--- src/rtl/counter_bus_ctrl.sv ---
`default_nettype none
// ============================================================================
//  Module      : counter_bus_ctrl
//  Description : AVR multiplexed-bus slave for four quadrature counters.
//                Serves counter bytes, status and clear strobes; optional
//                atomic snapshot when COUNTER_BUS_SNAPSHOT_EN is defined.
//  Revision    : 1.0  initial release
// ============================================================================
module counter_bus_ctrl #(
    parameter int SIZE        = 9,
    parameter int LSIZE       = 8,
    parameter int SYNC_STAGES = 2
) (
    input  logic             clk,
    input  logic             rst,
    input  logic             ale,
    input  logic             rd,
    input  logic             wr,
    input  logic [LSIZE-1:0] ad_in,
    output logic [LSIZE-1:0] ad_out,
    output logic             ad_oe,
    input  logic [SIZE-1:0]  count0,
    input  logic [SIZE-1:0]  count1,
    input  logic [SIZE-1:0]  count2,
    input  logic [SIZE-1:0]  count3,
    output logic [3:0]       clr
);

    localparam logic [1:0] c_IDLE  = 2'd0;
    localparam logic [1:0] c_ADDR  = 2'd1;
    localparam logic [1:0] c_READ  = 2'd2;
    localparam logic [1:0] c_WRITE = 2'd3;

    localparam logic [2:0] c_ADDR_STATUS = 3'd4;
    localparam logic [2:0] c_ADDR_SNAP   = 3'd5;

    logic [SYNC_STAGES-1:0]            r_ale_sync;
    logic [SYNC_STAGES-1:0]            r_rd_sync;
    logic [SYNC_STAGES-1:0]            r_wr_sync;
    logic                              r_ale_d;
    logic                              r_rd_d;
    logic                              r_wr_d;
    logic [SYNC_STAGES-1:0][LSIZE-1:0] r_ad_dly;

    logic             w_ale_s;
    logic             w_rd_s;
    logic             w_wr_s;
    logic             w_ale_fall;
    logic             w_rd_fall;
    logic             w_rd_rise;
    logic             w_wr_fall;
    logic             w_wr_rise;
    logic [LSIZE-1:0] w_ad_dly;

    logic [1:0]       r_state;
    logic [1:0]       w_next_state;
    logic             w_load_addr;
    logic             w_load_rd;
    logic             w_commit;
    logic             w_set_err;
    logic             w_clr_err;

    logic [2:0]       r_addr;
    logic [LSIZE-1:0] r_ad_out;
    logic [3:0]       r_clr;
    logic             r_err;
    logic             w_snap_valid;
    logic [LSIZE-1:0] w_byte [4];
    logic [LSIZE-1:0] w_rd_data;
    logic             w_unused;

    // Strobe synchronisers; ad_in is delayed by the same depth so the
    // captured address/data lines up with the strobe that qualifies it.
    always_ff @(posedge clk or posedge rst) begin
        if (rst) begin
            r_ale_sync <= '0;
            r_rd_sync  <= '1;
            r_wr_sync  <= '1;
            r_ale_d    <= 1'b0;
            r_rd_d     <= 1'b1;
            r_wr_d     <= 1'b1;
            r_ad_dly   <= '0;
        end else begin
            r_ale_sync <= {r_ale_sync[SYNC_STAGES-2:0], ale};
            r_rd_sync  <= {r_rd_sync[SYNC_STAGES-2:0], rd};
            r_wr_sync  <= {r_wr_sync[SYNC_STAGES-2:0], wr};
            r_ale_d    <= w_ale_s;
            r_rd_d     <= w_rd_s;
            r_wr_d     <= w_wr_s;
            r_ad_dly   <= {r_ad_dly[SYNC_STAGES-2:0], ad_in};
        end
    end

    assign w_ale_s    = r_ale_sync[SYNC_STAGES-1];
    assign w_rd_s     = r_rd_sync[SYNC_STAGES-1];
    assign w_wr_s     = r_wr_sync[SYNC_STAGES-1];
    assign w_ad_dly   = r_ad_dly[SYNC_STAGES-1];
    assign w_ale_fall = r_ale_d & ~w_ale_s;
    assign w_rd_fall  = r_rd_d & ~w_rd_s;
    assign w_rd_rise  = ~r_rd_d & w_rd_s;
    assign w_wr_fall  = r_wr_d & ~w_wr_s;
    assign w_wr_rise  = ~r_wr_d & w_wr_s;

    always_ff @(posedge clk or posedge rst) begin
        if (rst) begin
            r_state <= c_IDLE;
        end else begin
            r_state <= w_next_state;
        end
    end

    // A new address phase wins over anything in flight and aborts it.
    always_comb begin
        w_next_state = r_state;
        w_load_addr  = 1'b0;
        w_load_rd    = 1'b0;
        w_commit     = 1'b0;
        w_set_err    = 1'b0;
        w_clr_err    = 1'b0;
        if (w_ale_fall) begin
            w_next_state = c_ADDR;
            w_load_addr  = 1'b1;
        end else begin
            case (r_state)
                c_ADDR: begin
                    if (w_rd_fall && w_wr_fall) begin
                        w_set_err = 1'b1;
                    end else if (w_rd_fall) begin
                        w_next_state = c_READ;
                        w_load_rd    = 1'b1;
                    end else if (w_wr_fall) begin
                        w_next_state = c_WRITE;
                    end
                end
                c_READ: begin
                    if (w_rd_rise) begin
                        w_next_state = c_IDLE;
                        w_clr_err    = (r_addr == c_ADDR_STATUS);
                    end
                end
                c_WRITE: begin
                    if (w_wr_rise) begin
                        w_next_state = c_IDLE;
                        w_commit     = 1'b1;
                    end
                end
                default: begin
                    w_next_state = r_state;
                end
            endcase
        end
    end

    always_ff @(posedge clk or posedge rst) begin
        if (rst) begin
            r_addr   <= '0;
            r_ad_out <= '0;
            r_clr    <= '0;
            r_err    <= 1'b0;
        end else begin
            r_clr <= '0;
            if (w_load_addr) begin
                r_addr <= w_ad_dly[2:0];
            end
            if (w_load_rd) begin
                r_ad_out <= w_rd_data;
            end
            if (w_set_err) begin
                r_err <= 1'b1;
            end else if (w_clr_err) begin
                r_err <= 1'b0;
            end
            if (w_commit && (r_addr == c_ADDR_STATUS)) begin
                r_clr <= w_ad_dly[3:0];
            end
        end
    end

`ifdef COUNTER_BUS_SNAPSHOT_EN
    logic [3:0][LSIZE-1:0] r_snap;
    logic                  r_snap_valid;

    always_ff @(posedge clk or posedge rst) begin
        if (rst) begin
            r_snap       <= '0;
            r_snap_valid <= 1'b0;
        end else if (w_commit && (r_addr == c_ADDR_SNAP)) begin
            r_snap[0]    <= count0[LSIZE:1];
            r_snap[1]    <= count1[LSIZE:1];
            r_snap[2]    <= count2[LSIZE:1];
            r_snap[3]    <= count3[LSIZE:1];
            r_snap_valid <= 1'b1;
        end else if (w_commit && (r_addr == c_ADDR_STATUS)) begin
            r_snap_valid <= 1'b0;
        end
    end

    assign w_snap_valid = r_snap_valid;
    assign w_byte[0]    = r_snap[0];
    assign w_byte[1]    = r_snap[1];
    assign w_byte[2]    = r_snap[2];
    assign w_byte[3]    = r_snap[3];
`else
    assign w_snap_valid = 1'b0;
    assign w_byte[0]    = count0[LSIZE:1];
    assign w_byte[1]    = count1[LSIZE:1];
    assign w_byte[2]    = count2[LSIZE:1];
    assign w_byte[3]    = count3[LSIZE:1];
`endif

    always_comb begin
        w_rd_data = '0;
        case (r_addr)
            3'd0:          w_rd_data = w_byte[0];
            3'd1:          w_rd_data = w_byte[1];
            3'd2:          w_rd_data = w_byte[2];
            3'd3:          w_rd_data = w_byte[3];
            c_ADDR_STATUS: w_rd_data = {r_err, {(LSIZE-2){1'b0}}, w_snap_valid};
            default:       w_rd_data = '0;
        endcase
    end

    // Counter LSBs and high data bits are intentionally not consumed.
    assign w_unused = ^{count0, count1, count2, count3, w_ad_dly};

    assign ad_out = r_ad_out;
    assign ad_oe  = (r_state == c_READ);
    assign clr    = r_clr;

endmodule
`default_nettype wire

--- config.mk ---
export PLATFORM = sky130hd
export DESIGN_NAME = counter_bus_ctrl
export DESIGN_NICKNAME = d
export VERILOG_FILES = /design/src/rtl/counter_bus_ctrl.sv
export SDC_FILE = /design/constraint.sdc
export NUM_CORES = 1
export LEC_CHECK = 0
export CELL_PAD_IN_SITES_DETAIL_PLACEMENT = 1
export CELL_PAD_IN_SITES_GLOBAL_PLACEMENT = 1
export CORE_ASPECT_RATIO = 0.75
export CORE_MARGIN = 2
export CORE_UTILIZATION = 30
export DETAILED_ROUTE_END_ITERATION = 7
export PLACE_DENSITY_LB_ADDON = 0.05
export SETUP_SLACK_MARGIN = 0.15
export SYNTH_ARGS = -nofsm -noshare
export SYNTH_HDL_FRONTEND = slang
export SYNTH_SLANG_ARGS = --single-unit
--- constraint.sdc ---
create_clock -name clk -period 3.8 [get_ports clk]
set_input_delay 0.38 -clock clk [delete_from_list [all_inputs] [get_ports clk]]
set_output_delay 0.38 -clock clk [all_outputs]
set_load 0.05 [all_outputs]
# Yosys cells after proc, flatten, opt, wreduce, memory -nomap -nowiden
# Cells that the tools add are included.
# W data, S select, Z words.
[op_classes]
bitwise = 10
reduce_logical = 6
n_eq_ne = 11
n_mux = 25
[op_table]
columns = ["operator", "n"]
rows = [
  ["$pmux W8 S5", 1],
  ["$mux W1", 16],
  ["$mux W2", 6],
  ["$eq A3 B2 Y1 const B", 2],
  ["$ne A3 B3 Y1 const B", 2],
  ["$pmux W2 S3", 1],
  ["$and A1 B1 Y1", 5],
  ["$not A1 Y1", 5],
  ["$reduce_and A5 Y1", 1],
  ["$eq A2 B2 Y1 const B", 2],
  ["$mux W4", 1],
  ["$ne A4 B4 Y1 const B", 1],
  ["$reduce_bool A4 Y1", 1],
  ["$eq A3 B1 Y1 const B", 1],
  ["$eq A3 B3 Y1 const B", 1],
  ["$logic_not A3 Y1", 1],
  ["$ne A3 B1 Y1 const B", 1],
  ["$eq A2 B1 Y1 const B", 1],
  ["$logic_and A1 B1 Y1", 2],
  ["$reduce_bool A2 Y1", 1],
]
[word_totals]
out_inout_bits = 13
inputBits = 49
wordCells = 65
ff_bits = 35

# Depth between registers and ports, before layout
# Gate-level depths: netlist (run 1).
[depth]
depth_word = 7
ltp_mapped = 6
mapped_depth_nobuf = 5

# Worst setup path after synthesis (run 1)
# No wires, ideal clock.
[synth_path]
path_type = "reg-to-reg"
from = "register r_state[0]"
to = "register r_state[0]"
path_buffers = 0
period_less_slack_ns = 1.517
t_required_ns = 3.721
path_stages_with_launch = 6
setup_slack_ns = 2.283
arrival_ns = 1.437
setup_time_ns = 0.079
path_cell_list = "dfrtp_1 > inv_1 > ha_1 > nand3_1 > o211ai_2 > mux2i_1"
[synth_between]
elab_chain_cells = 3
elab_cells_between_ends = 11
cone_classes = "eq/ne (7); mux (2); reduce/logical (2)"
[synth_rtl]
columns = ["item", "line", "source"]
rows = [
  ["start: declaration", "55", "logic [1:0] r_state;"],
  ["start signal: assignment", "106", "r_state <= c_IDLE;"],
  ["start signal: assignment", "108", "r_state <= w_next_state;"],
  ["$eq A2 B2 Y1 (*)", "--", ""],
  ["net ad_oe", "21", "output logic ad_oe,"],
  ["$ne A3 B1 Y1 (no line) (tied with other cells)", "--", ""],
  ["$reduce_and A5 Y1 (no line) / $mux W2 (equally long branches)", "--", ""],
]
# Mark *: on every way through the listed nets, which the timed path passes. The rest lies on a longest branch.
# A chain may end at the register's enable or synchronous reset.

# Worst setup path in the final report (run 1)
[layout_path]
from = "register r_state[0]"
to = "output ad_oe"
[layout_between]
elab_chain_cells = 1
[layout_rtl]
columns = ["item", "line", "source"]
rows = [
  ["$eq A2 B2 Y1", "227", "assign ad_oe = (r_state == c_READ);"],
  ["end: declaration", "21", ""],
]
# Every way passes these cells.

==> results.md, run 1 <==
* Crit Path Class: register to output pin
* Synth top cells by count: dfrtp_1 (29), nand2_1 (9), nand2b_1 (9)
* Yosys reg bits at 35
* Nets at 219
* Hold path start: r_ale_sync[0]
* CTS resizes at 0
* Clock skew at 2.756 ps
* Maximum level of the CTS H-tree at 2
* Antenna Nets Post-Route at 0
* Die area at 5734 um2
* CP endpoint kind: output pin
* Top-count cell post-synth: dfrtp_1
* Average size of a mapped cell at 13.89 um2
* Unrepaired setup endpoints after global routing: no
* CP Launch Type: register
* Total CTS buffers at 5
* Multi-input gate area at 600.6 um2
* Worst Reg2Reg Path Length in Cells at 3
* RR Startpoint: r_addr[0]
* Layout cell share with drive strength beyond 1 at 17.86%
* Core ar. at 4927 um2
* VDD IR max at 0.0001958 V
* Dpl hpwl at 2546 um
* Worst R2R End: ad_out[3]
* Post-CTS Hold Buffers at 0
* Outcome: completed
* GP Congestion at 0.6732
* Cells after synthesis at 111
* Post-Synthesis Cell Area at 1541 um2
* Initial antenna violation count at 0
* Unique masters post-synth at 31
* Post-synth ARST share at 100.0%
* Critical-path cell list: inv_1 -> ha_1 -> clkdlybuf4s50_1
* Total routed wirelength at 3474 um
* Post-synth top flop: dfrtp_1
* Seq/Total Area, Yosys at 57.31%
* Total track usage at 13.79%
* N_diodes at 0
* Starting density of the core at 31.28%
* Max-Cap Viols at 0
* Clock root cell: clkbuf_8
* Initial DRC Count at 23
* Fillers at 511
* Mapped Nets at 163
* Yosys warns at 0
* Io pins at 62
* CP peak stage delay at 830 ps
* Total gr overflow at 0
* Clock Tree Buf Depth at 2
* Width of the die at 86.77 um
* R2R Setup Slk at 2150 ps
* Dpl cell area at 2112 um2
* Highest net fanout along the worst path at 5
* FP Rows at 22
* WL per Instance at 15.24 um
* Post-CTS Setup Inserts at 0
* DRC viols at 0
* Reg area at 883.3 um2
* First-pass GRT wire length at 5809 um
* Hold path depth at 0
* Worst-margin pin slew at 593.8 ps
* Clock-pin slew on the worst setup and hold paths at 70 ps
* WHS Endpoint: r_ale_sync[1]
* Leak Pwr at 0.0009147 uW
* Vias in the first global route at 1151
* Synthesis-to-layout area growth at 43.43%
* Req. time, crit path at 3420 ps
* Synth top area share at 47.08%
* Final period utilization at 59.21%
* Post-synth top area cell: dfrtp_1
* Min cycle time layout at 2250 ps
* P per Cell Area at 591.2 nW/um2
* Worst path slowest cell: clkdlybuf4s50_1
* CP arrival at 1870 ps
* Finished Cell Area at 2211 um2
* Die Y at 66.08 um
* CTS tree: yes
* Maximum number of pins on one net before global-route repair at 36
* Port bufs at 53
* 1st-pass router iterations at 4
* Setup violators final at 0
* Vias per cell at 4.636
* Clock latency on the worst-skew pair at 280 ps
* Max Slew Vio Count at 0
* Fmax at 0.4444 GHz
* Hold Crit Class: register to register
* Vias at 1057
* EDFF count, synth at 0
* CTS sink count at 35
* Max_slew headroom at 60.41%
* Hold Fails Final Rpt at 0
* Setup_tns at 0 ps
* Synth area leaders: dfrtp_1 (47%), dfstp_2 (10%), mux4_2 (8.8%)
==> worst max-delay path: cells and delay by family, from the launching register on <==
| family | cells | cell delay (ps) |
|---|---|---|
| adders and majority gates | 1 | 250 |
| DFF | 1 | 410 |
| buffers and inverters | 2 | 920 |
==> placed cells by master, fill, tap and decap left out, types with 2 or more instances in the layout <==
master / netlist / routed
mux2_2: 3 / 3
clkbuf_8: 0 / 6
clkdlybuf4s50_1: 0 / 53
o21ai_0: 2 / 2
nand2b_1: 9 / 9
nand3_1: 3 / 3
mux4_2: 6 / 6
nor2_1: 3 / 3
nand2_1: 9 / 9
inv_1: 4 / 4
dfrtp_1: 29 / 29
ha_1: 3 / 3
nand3b_1: 2 / 2
and2_1: 4 / 4
dfstp_2: 6 / 6
mux2i_1: 4 / 4
o21ai_1: 6 / 6
==> routing by layer <==
metal	up-vias	wire length (um)	GRT usage (%)
met4	0	0	3.125
met1	533	1569	17.70
met5	-	0	0
met3	0	165	5.119
met2	27	1738	22.31
li1	497	-	-
==> flip-flops by register name (all words and copies together) (netlist names) <==
signal and flops:
ad_out 8, r_wr_d 1, r_addr 3, r_err 1
r_ale_sync 2, w_ad_dly 4, r_rd_d 1, clr 4
r_wr_sync 2, r_ale_d 1, r_ad_dly 4, r_state 2
r_rd_sync 2
==> power by group <==
group	switching, uW	internal [uW]	total (uW)	leakage [uW]
Combinational	289	223	513	0.000448
Clock	140	148	288	0.0000474
Sequential	60.6	446	506	0.000420
==> per-stage QoR <==
step | instances | hold WS, ps | worst slack, ps | utilization [%] | power, uW
finish | 228 | 352.2 | 1550 | 44.87 | 1307
global route | 228 | 360.4 | 1481 | 44.87 | 1390
CTS | 228 | 353.7 | 1538 | 44.87 | 1330
detailed placement | 220 | 337.0 | 1861 | 42.86 | 1036
global placement | 220 | 333.7 | 1911 | 42.86 | 1018
floorplan | 111 | 331.2 | 2283 | - | 858.0
==> cell families (layout without fill, tap and decap cells) <==
family / Yosys count / in the layout / share of synthesized area (%)
muxes: 15 / 15 / 16.23
DFF: 35 / 35 / 57.31
buffers and inverters: 9 / 66 / 3.733
adders and majority gates: 3 / 3 / 2.435
AOI/OAI and AO/OA: 14 / 14 / 5.845
and+or+nand+nor: 34 / 34 / 13.88
xor gates and xnor gates: 1 / 1 / 0.5683
==> how the worst max path moves through the flow <==
stage                     from         end  slack [ps]  cells after the start
finish              r_state[0]       ad_oe        1550                      3
global placement    r_state[0]       ad_oe        1910                      3
global route        r_state[0]       ad_oe        1480                      3
CTS                 r_state[0]       ad_oe        1540                      3
detailed placement  r_state[0]       ad_oe        1860                      3
floorplan           r_state[0]  r_state[0]        2280                      5
==> final cells by class <==
type | count | area share [%]
clock buffers | 6 | 3.735
clock inverters | 2 | 0.7357
inverters | 4 | 0.6791
multi-input cells | 67 | 27.16
flip-flops and latches | 35 | 39.95
well taps | 60 | 3.396
repair buffers | 54 | 24.34
Note: power is estimated with default switching activity, not from simulation.
==> inputs of run 2 (changes only) <==
- clock period: 3.8 -> 2.3 ns (I/O delays scaled with it)
==> results.md, run 2 (same netlist as run 1, synthesis figures left out) <==
* Outcome: completed
* Max Slew Vio Count at 0 (unchanged)
* Io pins at 62 (unchanged)
* Seq pwr share at 37.0% (-1.7 points)
* Vias in the first global route at 1156 (+0.43%)
* Clock Tree Buf Depth at 2 (unchanged)
* Final period utilization at 73.47%
* Initial DRC Count at 19 (-17%)
* Antenna Nets Post-Route at 0 (unchanged)
* Post-CTS Hold Buffers at 0 (unchanged)
* Total routed wirelength at 3336 um (-4.0%)
* Critical path's top delay family: buffers and inverters
* Combinational share of power at 37.2% (-2.0 points)
* 1st-pass router iterations at 4 (unchanged)
* Pint at 1460 uW (+79%)
* Most frequent cells in the layout: clkdlybuf4s50_1 (52), dfrtp_1 (29), nand2b_1 (9), nand2_1 (9)
* Hold Crit Class: input port to async pin
* CP peak stage delay at 800 ps (-30 ps)
* Clock skew at 6.763 ps (+4.007 ps)
* Total CTS buffers at 5 (unchanged)
* P per Cell Area at 1013 nW/um2 (+71%)
* CTS tree: yes
* Vias at 1053 (-0.38%)
* Max FFs per register at 8 (unchanged)
* Vias per cell at 4.618 (-0.38%)
* WP buf/inv at 1 (-1)
* VDD IR max at 0.0003205 V (+64%)
* WL per Instance at 14.63 um (-4.0%)
* NetSw at 803.7 uW (+64%)
* Dpl hpwl at 2447 um (-3.9%)
* Port bufs at 53 (unchanged)
* Maximum number of pins on one net before global-route repair at 36 (unchanged)
* Width of the die at 86.77 um (unchanged)
* Sw frac at 35.50% (-2.0 points)
* Setup_tns at 0 ps (unchanged)
* GP Congestion at 0.6727 (about the same)
* Setup violators final at 0 (unchanged)
* Max-Cap Viols at 0 (unchanged)
* Initial antenna violation count at 0 (unchanged)
* Clock-pin slew on the worst setup and hold paths at 70 ps (about the same)
* Min cycle time layout at 1690 ps
* Worst path slowest cell: clkdlybuf4s50_1
* CTS sink count at 35 (unchanged)
* Nets at 219 (unchanged)
* Maximum level of the CTS H-tree at 2 (unchanged)
* Layout cell share with drive strength beyond 1 at 17.86% (unchanged)
* N_diodes at 0 (unchanged)
* FP Rows at 22 (unchanged)
* Clock root cell: clkbuf_8
* Fmax at 0.5918 GHz
* Commonest non-fill, non-tap cell in the layout: clkdlybuf4s50_1
* Total track usage at 13.89% (+0.096 points)
* DRC viols at 0 (unchanged)
* CP endpoint kind: output pin
* CP arrival at 1460 ps (-410 ps)
* Clock Power Share at 25.8% (+3.8 points)
* Crit Path Class: register to output pin
* Unrepaired setup endpoints after global routing: no
* Total gr overflow at 0 (unchanged)
* Worst-margin pin slew at 603.1 ps (+9.307 ps)
* Synthesis-to-layout area growth at 45.05%
* Max_slew headroom at 59.79% (-0.62 points)
* Highest net fanout along the worst path at 2 (-3)
* Die Y at 66.08 um (unchanged)
* Core ar. at 4927 um2 (unchanged)
* Clock latency on the worst-skew pair at 290 ps (about the same)
* Req. time, crit path at 2070 ps (-1350 ps)
* Critical-path cell list: clkdlybuf4s50_1
* Leak Pwr at 0.0009443 uW (+3.2%)
* Overall Power at 2264 uW (+73%)
* First-pass GRT wire length at 5761 um (-0.83%)
* Starting density of the core at 31.28% (unchanged)
* Die area at 5734 um2 (unchanged)
* CP Launch Type: register
* Hold Fails Final Rpt at 0 (unchanged)
[run 2: cell count changes in the layout (fill, tap and decap cells not counted)]
| cell | previous run | this run |
|---|---|---|
| clkinv_4 | 1 | 0 |
| clkinvlp_4 | 1 | 0 |
| inv_6 | 0 | 1 |
| bufinv_16 | 0 | 1 |
| clkdlybuf4s50_1 | 53 | 52 |
| dlymetal6s2s_1 | 0 | 1 |
[run 2: repair_timing]
item                                    4_1_cts  5_1_grt
buffers inserted                              0        0
gates resized for setup                       0        1
endpoints found under the setup margin        0        1
[run 2: per-layer routing]
layer	wire length [um]	share of wire (%)	track usage (%)
met5	0	0	0
met2	1531	46	21.06
met1	1562	47	17.36
met4	84	2.5	6.641
met3	158	4.7	5.493
[run 2: area by class of cell]
type	count	area (um2)
clock buffer	6	82.58
sequential	35	883.3
timing repair buffer	54	540.5
inverter	4	15.01
tap	60	75.07
clock inverter	2	38.79
multi-input combinational	67	600.6
fill	515	2691
[run 2: stage by stage]
| stage | instances | worst slack [ps] | util (%) | area [um2] | hold slack [ps] |
|---|---|---|---|---|---|
| after global routing | 228 | 511.5 | 45.38 | 2236 | 319.7 |
| final | 228 | 610.2 | 45.38 | 2236 | 330.8 |
| after CTS | 228 | 210.0 | 45.33 | 2233 | 331.8 |
| after floorplan | 111 | 783.2 | - | 1541 | 234.5 |
| after global placement | 220 | 565.1 | 42.86 | 2112 | 333.4 |
| after detailed placement | 220 | 533.8 | 42.86 | 2112 | 336.3 |
[run 2: path summary, 6_finish.rpt]
kind	from	end	slack, ps	depth (start not counted)
max	ad_out[7]	ad_out[7]	610	1
min	rst	r_ale_sync[1]	330	3
max reg2reg	r_addr[0]	ad_out[3]	640	3
min reg2reg	r_ad_dly[3]	w_ad_dly[3]	350	0
max in group asynchronous	rst	r_wr_d	1630	3
min in group clk	rd	r_rd_sync[0]	350	1
[run 2: power groups by stage]
stage / clock network (uW) / logic (uW) / registers (uW)
after floorplan: 0 / 377 / 1040
after global placement: 0 / 838 / 844
after detailed placement: 0 / 854 / 855
after CTS: 605 / 856 / 843
after global routing: 638 / 915 / 858
final: 583 / 842 / 839
==> RTL edit (settings of run 2) <==
Add a define of `COUNTER_BUS_SNAPSHOT_EN`.
--- a/src/rtl/counter_bus_ctrl.sv
+++ b/src/rtl/counter_bus_ctrl.sv
@@ -6,6 +6,8 @@
 //                atomic snapshot when COUNTER_BUS_SNAPSHOT_EN is defined.
 //  Revision    : 1.0  initial release
 // ============================================================================
+`define COUNTER_BUS_SNAPSHOT_EN
+
 module counter_bus_ctrl #(
     parameter int SIZE        = 9,
     parameter int LSIZE       = 8,
Check against the original RTL: not equivalent (Yosys sat finds a counterexample within 10 cycles, from zero or initial values and one cycle with rst high).
==> RTL edit against run 2 <==
- design area grew 67%
- sequential cell count grew 33
- register-to-register slack lost 0.28 ns
- fmax shrank 17%
- cell count grew 54%
- setup slack lost 0.34 ns
- core utilization shrank 3.8 points
- power grew 76%
- via count grew 51%
- synthesized area grew 79%
- wire length grew 71%
- critical path type unchanged
- critical endpoint is now ad_oe
==> RTL edit: results (changes against run 2) <==
* Result of the run: finished clean (unchanged)
* Post-synth top cells: dfrtp_1, mux2_4, nand2_1 (was dfrtp_1, nand2_1, nand2b_1)
* Max reg flops at 32 (was 8)
* Initial drt markers at 38 (was 19)
* Post-synthesis net count at 221 (was 163)
* CP max FO at 8 (was 2)
* Routed wire length at 5720 um (was 3336 um)
* Dpl ws at 0.3298 ns (was 0.5338 ns)
* Num CTS Buffers at 9 (was 5)
* Met1 Use GR at 16.44% (was 17.36%)
* Via Count at 1588 (was 1053)
* Leakage at 1.684 nW (was 0.9443 nW)
* Depth of the CTS H-tree at 3 (was 2)
* GRT Total Usage at 12.86% (was 13.89%)
* Dpl cell area at 0.003436 sq mm (was 0.002112 sq mm)
* Top post-synthesis cells by area: dfrtp_1, mux2_4, dfstp_2 (was dfrtp_1, dfstp_2, mux4_2)
* Detailed placement HPWL at 4014 um (was 2447 um)
* Nets at 283 (was 219)
* Share of post-route cells with drive strength above 1 at 30.13% (was 17.86%)
* Worst vdd ir at 0.0002862 V (was 0.0003205 V)
* GR Util met2 at 20.33% (was 21.06%)
* Crit Reg-Reg Endpoint: r_snap[3] (was ad_out[3])
* First-pass GRT wire length at 9480 um (was 5761 um)
* Vias in the first global route at 1793 (was 1156)
* Worst-Skew Late Latency at 0.32 ns (was 0.29 ns)
* Clock skew at 0.006372 ns (was 0.006763 ns)
* Post-synth top area share at 56.36% (was 47.08%)
* Clk root buf: clkbuf_16 (was clkbuf_8)
RTL edit: power breakdown:
group	leakage [nW]	internal, W	switching (W)
sequential	0.808	0.00147	0.000167
clock	0.142	0.000838	0.000492
combinational	0.733	0.000539	0.000486
total	1.68	0.00285	0.00115
RTL edit: cells by family after synthesis:
family | synth area share, %
AND/OR/NAND/NOR | 6.091
AO/OA/AOI/OAI | 4.409
buffers and inverters | 2.773
flip-flops | 62.09
multiplexers | 24.64
RTL edit: worst max-delay path by stage:
stage | start | end | slack [ns] | cells after the start
floorplan | rst | ad_out[0] | 0.37 | 1
global placement | r_wr_sync[1] | r_snap[10] | 0.39 | 5
detailed placement | r_ale_sync[1] | r_snap[3] | 0.33 | 5
CTS | r_state[1] | ad_oe | 0.24 | 2
global route | r_state[1] | ad_oe | 0.18 | 2
finish | r_state[1] | ad_oe | 0.27 | 2
RTL edit: per-layer routing:
metal,share of wire [%],vias up
met2,49,40
met5,0,-
li1,-,736
met4,1.2,0
met3,4.5,6
met1,46,806
RTL edit: layout make-up:
cell class	instances	area [sq um]
fillers	886	5241
multi-input cells	92	967.2
inverters	3	11.26
repair buffers	60	608.1
flip-flops and latches	68	1709
well taps	112	140.1
clock buffers	10	229.0
clock inverters	6	65.06
RTL edit: through the flow:
stage                     cells  hold WS [ns]  power, W  utilization [%]
after CTS                   351        0.2406  0.004065            41.58
final                       351        0.2315  0.003992            41.58
after floorplan             172        0.2345  0.002329                -
after global placement      335        0.3326  0.002655            38.30
after detailed placement    335        0.3363  0.002697            38.30
after global routing        351        0.2534  0.004212            41.58
